==> src/rtl/ram_port_arbiter_if.sv <==
// ram_port_arbiter_if
//   Groups the three requester handshakes, the loader lock, the shared read
//   return and the RAM macro pins into one bundle.
//   slave  : the arbiter side (takes requests, drives acks and RAM pins)
//   master : the requester / RAM side (drives requests, RAM read data)
//   Handshake: x_req is a level; x_we/x_addr/x_wdata stay stable while x_req
//   is high and until x_ack. x_ack is a single-cycle pulse. rdata is valid in
//   the x_ack cycle of a read. There is no backpressure on x_ack.
interface ram_port_arbiter_if #(
    parameter int ADDR_W = 16,
    parameter int DATA_W = 8
);
    logic              ld_req;
    logic              ld_we;
    logic [ADDR_W-1:0] ld_addr;
    logic [DATA_W-1:0] ld_wdata;
    logic              ld_ack;

    logic              cpu_req;
    logic              cpu_we;
    logic [ADDR_W-1:0] cpu_addr;
    logic [DATA_W-1:0] cpu_wdata;
    logic              cpu_ack;

    logic              dg_req;
    logic              dg_we;
    logic [ADDR_W-1:0] dg_addr;
    logic [DATA_W-1:0] dg_wdata;
    logic              dg_ack;

    logic              ld_lock;
    logic [DATA_W-1:0] rdata;

    logic              ram_cs;
    logic              ram_we;
    logic [ADDR_W-1:0] ram_address;
    logic [DATA_W-1:0] ram_datain;
    logic [DATA_W-1:0] ram_dataout;

    logic              busy;
    logic [1:0]        grant_id;

    modport slave (
        input  ld_req, ld_we, ld_addr, ld_wdata,
        input  cpu_req, cpu_we, cpu_addr, cpu_wdata,
        input  dg_req, dg_we, dg_addr, dg_wdata,
        input  ld_lock, ram_dataout,
        output ld_ack, cpu_ack, dg_ack, rdata,
        output ram_cs, ram_we, ram_address, ram_datain,
        output busy, grant_id
    );

    modport master (
        output ld_req, ld_we, ld_addr, ld_wdata,
        output cpu_req, cpu_we, cpu_addr, cpu_wdata,
        output dg_req, dg_we, dg_addr, dg_wdata,
        output ld_lock, ram_dataout,
        input  ld_ack, cpu_ack, dg_ack, rdata,
        input  ram_cs, ram_we, ram_address, ram_datain,
        input  busy, grant_id
    );
endinterface

==> src/rtl/ram_port_arbiter.sv <==
// ram_port_arbiter
//   Shares one RAM port between the SPI flash loader (ld), the CPU bus (cpu)
//   and the diagnostic readback path (dg). Fixed priority ld > cpu > dg, with
//   a starvation counter that lifts dg above cpu after STARVE_LIMIT losses,
//   and a loader lock that admits only ld. Each grant is one registered RAM
//   cycle (ACCESS) followed by an ack cycle (DONE); grants are 3 clk apart.
//   Ports:
//     clk, rst        clock, asynchronous active-high reset
//     bus             ram_port_arbiter_if.slave (requests, acks, RAM pins)
//     dbg_state       current FSM state (0 IDLE, 1 ACCESS, 2 DONE)
//     dbg_starve_cnt  current diag starvation count
module ram_port_arbiter #(
    parameter int ADDR_W       = 16,
    parameter int DATA_W       = 8,
    parameter int STARVE_LIMIT = 8
) (
    input  logic                 clk,
    input  logic                 rst,
    ram_port_arbiter_if.slave    bus,
    output logic [1:0]           dbg_state,
    output logic [7:0]           dbg_starve_cnt
);
    typedef enum logic [1:0] {
        S_IDLE   = 2'd0,
        S_ACCESS = 2'd1,
        S_DONE   = 2'd2
    } state_t;

    localparam logic [7:0] LIMIT = 8'(STARVE_LIMIT);

    localparam logic [1:0] ID_NONE = 2'd0;
    localparam logic [1:0] ID_LD   = 2'd1;
    localparam logic [1:0] ID_CPU  = 2'd2;
    localparam logic [1:0] ID_DG   = 2'd3;

    state_t            state_q, state_d;
    logic              ram_cs_q, ram_cs_d;
    logic              ram_we_q, ram_we_d;
    logic [ADDR_W-1:0] ram_address_q, ram_address_d;
    logic [DATA_W-1:0] ram_datain_q, ram_datain_d;
    logic [DATA_W-1:0] rdata_q, rdata_d;
    logic [2:0]        ack_q, ack_d;        // bit0 ld, bit1 cpu, bit2 dg
    logic              busy_q, busy_d;
    logic [1:0]        grant_q, grant_d;
    logic [7:0]        starve_q, starve_d;

    logic [1:0]        win;
    logic              sel_we;
    logic [ADDR_W-1:0] sel_addr;
    logic [DATA_W-1:0] sel_wdata;

    // Winner of the current IDLE decision and its request fields.
    always_comb begin
        win = ID_NONE;
        if (bus.ld_lock) begin
            if (bus.ld_req) win = ID_LD;
        end else if (bus.ld_req) begin
            win = ID_LD;
        end else if (bus.dg_req && (starve_q == LIMIT)) begin
            win = ID_DG;
        end else if (bus.cpu_req) begin
            win = ID_CPU;
        end else if (bus.dg_req) begin
            win = ID_DG;
        end

        sel_we    = 1'b0;
        sel_addr  = '0;
        sel_wdata = '0;
        case (win)
            ID_LD: begin
                sel_we    = bus.ld_we;
                sel_addr  = bus.ld_addr;
                sel_wdata = bus.ld_wdata;
            end
            ID_CPU: begin
                sel_we    = bus.cpu_we;
                sel_addr  = bus.cpu_addr;
                sel_wdata = bus.cpu_wdata;
            end
            ID_DG: begin
                sel_we    = bus.dg_we;
                sel_addr  = bus.dg_addr;
                sel_wdata = bus.dg_wdata;
            end
            default: ;
        endcase
    end

    always_comb begin
        state_d       = state_q;
        ram_cs_d      = ram_cs_q;
        ram_we_d      = ram_we_q;
        ram_address_d = ram_address_q;
        ram_datain_d  = ram_datain_q;
        rdata_d       = rdata_q;
        ack_d         = ack_q;
        busy_d        = busy_q;
        grant_d       = grant_q;
        starve_d      = starve_q;

        case (state_q)
            S_IDLE: begin
                // The lock freezes the counter; otherwise each decision with
                // dg waiting either clears it (dg won) or counts a loss.
                if (!bus.ld_lock) begin
                    if (!bus.dg_req || win == ID_DG) begin
                        starve_d = 8'd0;
                    end else if (starve_q != LIMIT) begin
                        starve_d = starve_q + 8'd1;
                    end
                end
                if (win != ID_NONE) begin
                    ram_cs_d      = 1'b1;
                    ram_we_d      = sel_we;
                    ram_address_d = sel_addr;
                    ram_datain_d  = sel_wdata;
                    grant_d       = win;
                    busy_d        = 1'b1;
                    state_d       = S_ACCESS;
                end
            end
            S_ACCESS: begin
                ram_cs_d = 1'b0;
                ram_we_d = 1'b0;
                if (!ram_we_q) rdata_d = bus.ram_dataout;
                ack_d   = {grant_q == ID_DG, grant_q == ID_CPU, grant_q == ID_LD};
                state_d = S_DONE;
            end
            S_DONE: begin
                ack_d   = 3'b000;
                grant_d = ID_NONE;
                busy_d  = 1'b0;
                state_d = S_IDLE;
            end
            default: begin
                state_d = S_IDLE;
            end
        endcase
    end

    always_ff @(posedge clk or posedge rst) begin
        if (rst) begin
            state_q       <= S_IDLE;
            ram_cs_q      <= 1'b0;
            ram_we_q      <= 1'b0;
            ram_address_q <= '0;
            ram_datain_q  <= '0;
            rdata_q       <= '0;
            ack_q         <= 3'b000;
            busy_q        <= 1'b0;
            grant_q       <= ID_NONE;
            starve_q      <= 8'd0;
        end else begin
            state_q       <= state_d;
            ram_cs_q      <= ram_cs_d;
            ram_we_q      <= ram_we_d;
            ram_address_q <= ram_address_d;
            ram_datain_q  <= ram_datain_d;
            rdata_q       <= rdata_d;
            ack_q         <= ack_d;
            busy_q        <= busy_d;
            grant_q       <= grant_d;
            starve_q      <= starve_d;
        end
    end

    assign bus.ram_cs      = ram_cs_q;
    assign bus.ram_we      = ram_we_q;
    assign bus.ram_address = ram_address_q;
    assign bus.ram_datain  = ram_datain_q;
    assign bus.rdata       = rdata_q;
    assign bus.ld_ack      = ack_q[0];
    assign bus.cpu_ack     = ack_q[1];
    assign bus.dg_ack      = ack_q[2];
    assign bus.busy        = busy_q;
    assign bus.grant_id    = grant_q;
    assign dbg_state       = state_q;
    assign dbg_starve_cnt  = starve_q;
endmodule

==> src/flat_wrapper.sv <==
// flat-port wrapper written by rule: the top's interface ports become plain ports
module ram_port_arbiter_flat 
#(
    parameter int ADDR_W       = 16,
    parameter int DATA_W       = 8,
    parameter int STARVE_LIMIT = 8
)
  (clk, rst, dbg_state, dbg_starve_cnt, bus_ld_req, bus_ld_we, bus_ld_addr, bus_ld_wdata, bus_cpu_req, bus_cpu_we, bus_cpu_addr, bus_cpu_wdata, bus_dg_req, bus_dg_we, bus_dg_addr, bus_dg_wdata, bus_ld_lock, bus_ram_dataout, bus_ld_ack, bus_cpu_ack, bus_dg_ack, bus_rdata, bus_ram_cs, bus_ram_we, bus_ram_address, bus_ram_datain, bus_busy, bus_grant_id);
  ram_port_arbiter_if #(.ADDR_W(ADDR_W), .DATA_W(DATA_W)) bus_i ();
  input  logic clk;
  input  logic rst;
  output logic [1:0] dbg_state;
  output logic [7:0] dbg_starve_cnt;
  input wire logic [$bits(bus_i.ld_req)-1:0] bus_ld_req;
  input wire logic [$bits(bus_i.ld_we)-1:0] bus_ld_we;
  input wire logic [$bits(bus_i.ld_addr)-1:0] bus_ld_addr;
  input wire logic [$bits(bus_i.ld_wdata)-1:0] bus_ld_wdata;
  input wire logic [$bits(bus_i.cpu_req)-1:0] bus_cpu_req;
  input wire logic [$bits(bus_i.cpu_we)-1:0] bus_cpu_we;
  input wire logic [$bits(bus_i.cpu_addr)-1:0] bus_cpu_addr;
  input wire logic [$bits(bus_i.cpu_wdata)-1:0] bus_cpu_wdata;
  input wire logic [$bits(bus_i.dg_req)-1:0] bus_dg_req;
  input wire logic [$bits(bus_i.dg_we)-1:0] bus_dg_we;
  input wire logic [$bits(bus_i.dg_addr)-1:0] bus_dg_addr;
  input wire logic [$bits(bus_i.dg_wdata)-1:0] bus_dg_wdata;
  input wire logic [$bits(bus_i.ld_lock)-1:0] bus_ld_lock;
  input wire logic [$bits(bus_i.ram_dataout)-1:0] bus_ram_dataout;
  output wire logic [$bits(bus_i.ld_ack)-1:0] bus_ld_ack;
  output wire logic [$bits(bus_i.cpu_ack)-1:0] bus_cpu_ack;
  output wire logic [$bits(bus_i.dg_ack)-1:0] bus_dg_ack;
  output wire logic [$bits(bus_i.rdata)-1:0] bus_rdata;
  output wire logic [$bits(bus_i.ram_cs)-1:0] bus_ram_cs;
  output wire logic [$bits(bus_i.ram_we)-1:0] bus_ram_we;
  output wire logic [$bits(bus_i.ram_address)-1:0] bus_ram_address;
  output wire logic [$bits(bus_i.ram_datain)-1:0] bus_ram_datain;
  output wire logic [$bits(bus_i.busy)-1:0] bus_busy;
  output wire logic [$bits(bus_i.grant_id)-1:0] bus_grant_id;
  assign bus_i.ld_req = bus_ld_req;
  assign bus_i.ld_we = bus_ld_we;
  assign bus_i.ld_addr = bus_ld_addr;
  assign bus_i.ld_wdata = bus_ld_wdata;
  assign bus_i.cpu_req = bus_cpu_req;
  assign bus_i.cpu_we = bus_cpu_we;
  assign bus_i.cpu_addr = bus_cpu_addr;
  assign bus_i.cpu_wdata = bus_cpu_wdata;
  assign bus_i.dg_req = bus_dg_req;
  assign bus_i.dg_we = bus_dg_we;
  assign bus_i.dg_addr = bus_dg_addr;
  assign bus_i.dg_wdata = bus_dg_wdata;
  assign bus_i.ld_lock = bus_ld_lock;
  assign bus_i.ram_dataout = bus_ram_dataout;
  assign bus_ld_ack = bus_i.ld_ack;
  assign bus_cpu_ack = bus_i.cpu_ack;
  assign bus_dg_ack = bus_i.dg_ack;
  assign bus_rdata = bus_i.rdata;
  assign bus_ram_cs = bus_i.ram_cs;
  assign bus_ram_we = bus_i.ram_we;
  assign bus_ram_address = bus_i.ram_address;
  assign bus_ram_datain = bus_i.ram_datain;
  assign bus_busy = bus_i.busy;
  assign bus_grant_id = bus_i.grant_id;
  ram_port_arbiter #(.ADDR_W(ADDR_W), .DATA_W(DATA_W), .STARVE_LIMIT(STARVE_LIMIT)) u_core (.clk(clk), .rst(rst), .bus(bus_i), .dbg_state(dbg_state), .dbg_starve_cnt(dbg_starve_cnt));
endmodule
==> config.mk <==
export PLATFORM = sky130hd
export DESIGN_NAME = ram_port_arbiter_flat
export DESIGN_NICKNAME = d
export VERILOG_FILES = /design/src/rtl/ram_port_arbiter_if.sv /design/src/rtl/ram_port_arbiter.sv /design/src/flat_wrapper.sv
export SDC_FILE = /design/constraint.sdc
export NUM_CORES = 1
export LEC_CHECK = 0
export CORE_MARGIN = 2
export CORE_UTILIZATION = 30
export CTS_CLUSTER_SIZE = 40
export DETAILED_ROUTE_END_ITERATION = 7
export PLACE_DENSITY_LB_ADDON = 0.2
export SETUP_SLACK_MARGIN = 0.2
export SLEW_MARGIN = 25
export SYNTH_ARGS = -nofsm -noshare
export SYNTH_HDL_FRONTEND = slang
export SYNTH_SLANG_ARGS = --single-unit
export TNS_END_PERCENT = 100
==> constraint.sdc <==
create_clock -name clk -period 3.1 [get_ports clk]
set_input_delay 0.62 -clock clk [delete_from_list [all_inputs] [get_ports clk]]
set_output_delay 0.62 -clock clk [all_outputs]
set_load 0.02 [all_outputs]
==> results.tsv <==
metric	value	unit
CTS root buffer	clkbuf_8	
Syn. warnings	0	
Worst-Margin Slew	0.6954	ns
total track usage	18.28	%
Post-Route M1 WL	4483	um
row count	36	
Layout Nets	550	
Via-to-Cell Ratio	4.939	
Maximum Capacitance Violations	0	
internal power	0.002192	W
syn_nets	419	
initial antenna violation count	0	
global-route wire length before repair	16070	um
chip width	104.1	um
Pwr Density	772.5	mW/mm2
RSZ-0062 raised after global routing	no	
status	finished clean	
combinational family with the most area after synthesis	simple AND/OR/NAND/NOR gates	
switching power total	0.001387	W
Avg WL per Cell	16.52	um
dpl cell area	0.004519	mm2
Port Buffers	138	
multiplexer area fraction after synthesis	4.122	%
Comb pwr share	55.0	%
# IOs	139	
ys async rst share	100.0	%
antenna-violating nets left	0	
Final Hold Fails	0	
CTS tree	done	
Net Sw Frac	38.77	%
Worst setup startpoint	bus_ld_req	
clock sink total	50	
clock latency on the worst-skew pair	0.31	ns
Worst VDD drop	365.9	uV
XOR/XNOR Fraction of Synth Area	1.749	%
drt total wl	9732	um
vias in the first global route	2984	
Final Skew	0.006637	ns
worst rel slew slack	53.54	%
area grow syn2layout	54.16	%
Final Util	47.62	%
buffers inserted by post-CTS timing repair	0	
Core Region	0.009729	mm2
Initial Util	30.89	%
met2 routed WL	4480	um
Compound-Gate Fraction of Synth Area	20.27	%
maximum fanout along the worst path	24	
hpwl dp	6773	um
post-synth cell types	45	
die area	0.01083	mm2
post-route setup TNS	0	ns
Mapped Cells	324	
Hold Crit Class	flop to flop	
Mapped Area	0.003005	mm2
TritonRoute pass-1 iters	4	
Worst Setup Start Kind	input port	
Worst setup EP type	flop	
leading cell type in the layout, fill and taps excluded	clkdlybuf4s50_1	
post-cts sizing count	0	
largest net degree at the start of global routing	51	
Fmax achieved	445.6	MHz
Initial DRC Count	115	
Max Slew Vio Count	0	
Tcrit/Tclk final	72.40	%
via count	2909	
Clock transition at path regs	0.10	ns
sequential power share	31.6	%
synthesized area per cell	9.276	um2
htree depth	2	
Clock Path Buffers	2	
reg2reg start	u_core.dbg_state[1]	
Synth Area in Adders	2.498	%
clock power share	13.4	%
CP arrival	2.45	ns
fraction of layout cells with a size suffix above 1	9.430	%
die height	104.1	um
post-layout min period	2.244	ns
GP Congestion	0.7898	
fin area	0.004633	mm2
Setup violations, final	0	
hold path start	u_core.bus.rdata[2]	
critical path required time	3.30	ns
Inserted Diodes	0	
most frequent cells in the layout	138 x clkdlybuf4s50_1, 50 x dfrtp_1, 38 x nor2_1	
Post-CTS Hold Fix Bufs	0	
Min Hold Slack	0.5119	ns
Seq cells post-synth	50	
DRC	0	
share of the yosys chip area belonging to registers	41.63	%
number of synthesized flops with an enable pin	0	
post-synthesis simple-gate area fraction	23.61	%
Top Metal Used	met4	
Congestion Overflow GR	0	
CP Class	input port to flop	
Num CTS Buffers	5	
Synth Flop Type	dfrtp_1	
Routed met3 length	634	um
leak pwr	1.736	nW
==> stage by stage <==
step | setup slack [ns] | power [W] | instances
2_1_floorplan | 1.237 | 0.002253 | 324
3_3_place_gp | 0.5978 | 0.003109 | 581
3_5_place_dp | 0.5351 | 0.003133 | 581
4_1_cts | 0.8507 | 0.003629 | 589
5_1_grt | 0.7237 | 0.003816 | 589
6_report | 0.8557 | 0.003579 | 589
==> routing by layer <==
metal  vias up  track usage, %
met1      1369           24.71
met3         9           4.073
li1       1424               -
met5         -               0
met2       107           29.84
met4         0           4.344
==> worst paths after layout <==
path	endpoint	slack, ns	cells past startpoint
max	u_core.bus.ram_address[4]	0.86	6
min	u_core.bus.rdata[2]	0.51	1
max reg2reg	u_core.dbg_starve_cnt[5]	1.01	7
min reg2reg	u_core.bus.rdata[2]	0.51	1
max in group asynchronous	u_core.bus.ram_we	2.19	3
min in group asynchronous	u_core.bus.ram_address[12]	0.64	3
==> Yosys cell counts (4+ instances only) <==
master | count | area (um2)
dfrtp_1 | 50 | 1251
nor2_1 | 39 | 146.4
nand2_1 | 35 | 131.4
nor2b_1 | 25 | 156.4
nand3_1 | 24 | 120.1
o22a_1 | 24 | 210.2
o221ai_1 | 23 | 201.4
clkbuf_1 | 11 | 41.29
mux2_2 | 11 | 123.9
inv_1 | 9 | 33.78
buf_2 | 7 | 35.03
ha_1 | 6 | 75.07
o21ai_0 | 6 | 30.03
a21oi_1 | 5 | 25.02
nand2b_1 | 5 | 31.28
buf_6 | 4 | 45.04
o22ai_1 | 4 | 25.02
==> power by group through the flow <==
stage               combinational [W]  sequential (W)  clock (W)
floorplan                    0.000781         0.00147          0
global placement              0.00197         0.00114          0
detailed placement            0.00199         0.00115          0
CTS                           0.00200         0.00113   0.000499
global route                  0.00211         0.00118   0.000524
finish                        0.00197         0.00113   0.000478
==> flip-flops by register name (all words and copies together) (netlist names) <==
signal / flops
u_core.bus.rdata: 8
u_core.bus.busy: 1
u_core.bus.ram_cs: 1
u_core.bus.ram_we: 1
u_core.dbg_starve_cnt: 8
u_core.dbg_state: 2
u_core.bus.ram_address: 16
u_core.bus.ram_datain: 8
u_core.bus.grant_id: 2
u_core.ack_q: 3
==> cell type report <==
cell class              count  area (um2)
fillers                   947        5096
flip-flops and latches     50        1251
clock inverters             3       45.04
well taps                 133       166.4
inverters                   9       33.78
clock buffers               5       68.82
multi-input cells         240        1579
repair buffers            149        1489
==> critical path, stage by stage <==
cell             delay [ns]
clkdlybuf4s50_1        0.64
or2_1                  0.40
nor2_2                 0.10
buf_4                  0.29
o221ai_1               0.18
o22a_1                 0.21
==> cell families (layout without fill, tap and decap cells) <==
family                     after synthesis  after routing
and+or+nand+nor                        142            142
AOI/OAI and AO/OA                       75             75
DFF                                     50             50
buffers and inverters                   34            166
muxes                                   11             11
adders and majority gates                6              6
xor gates and xnor gates                 6              6
No activity file was read; power rests on OpenSTA's default activity.
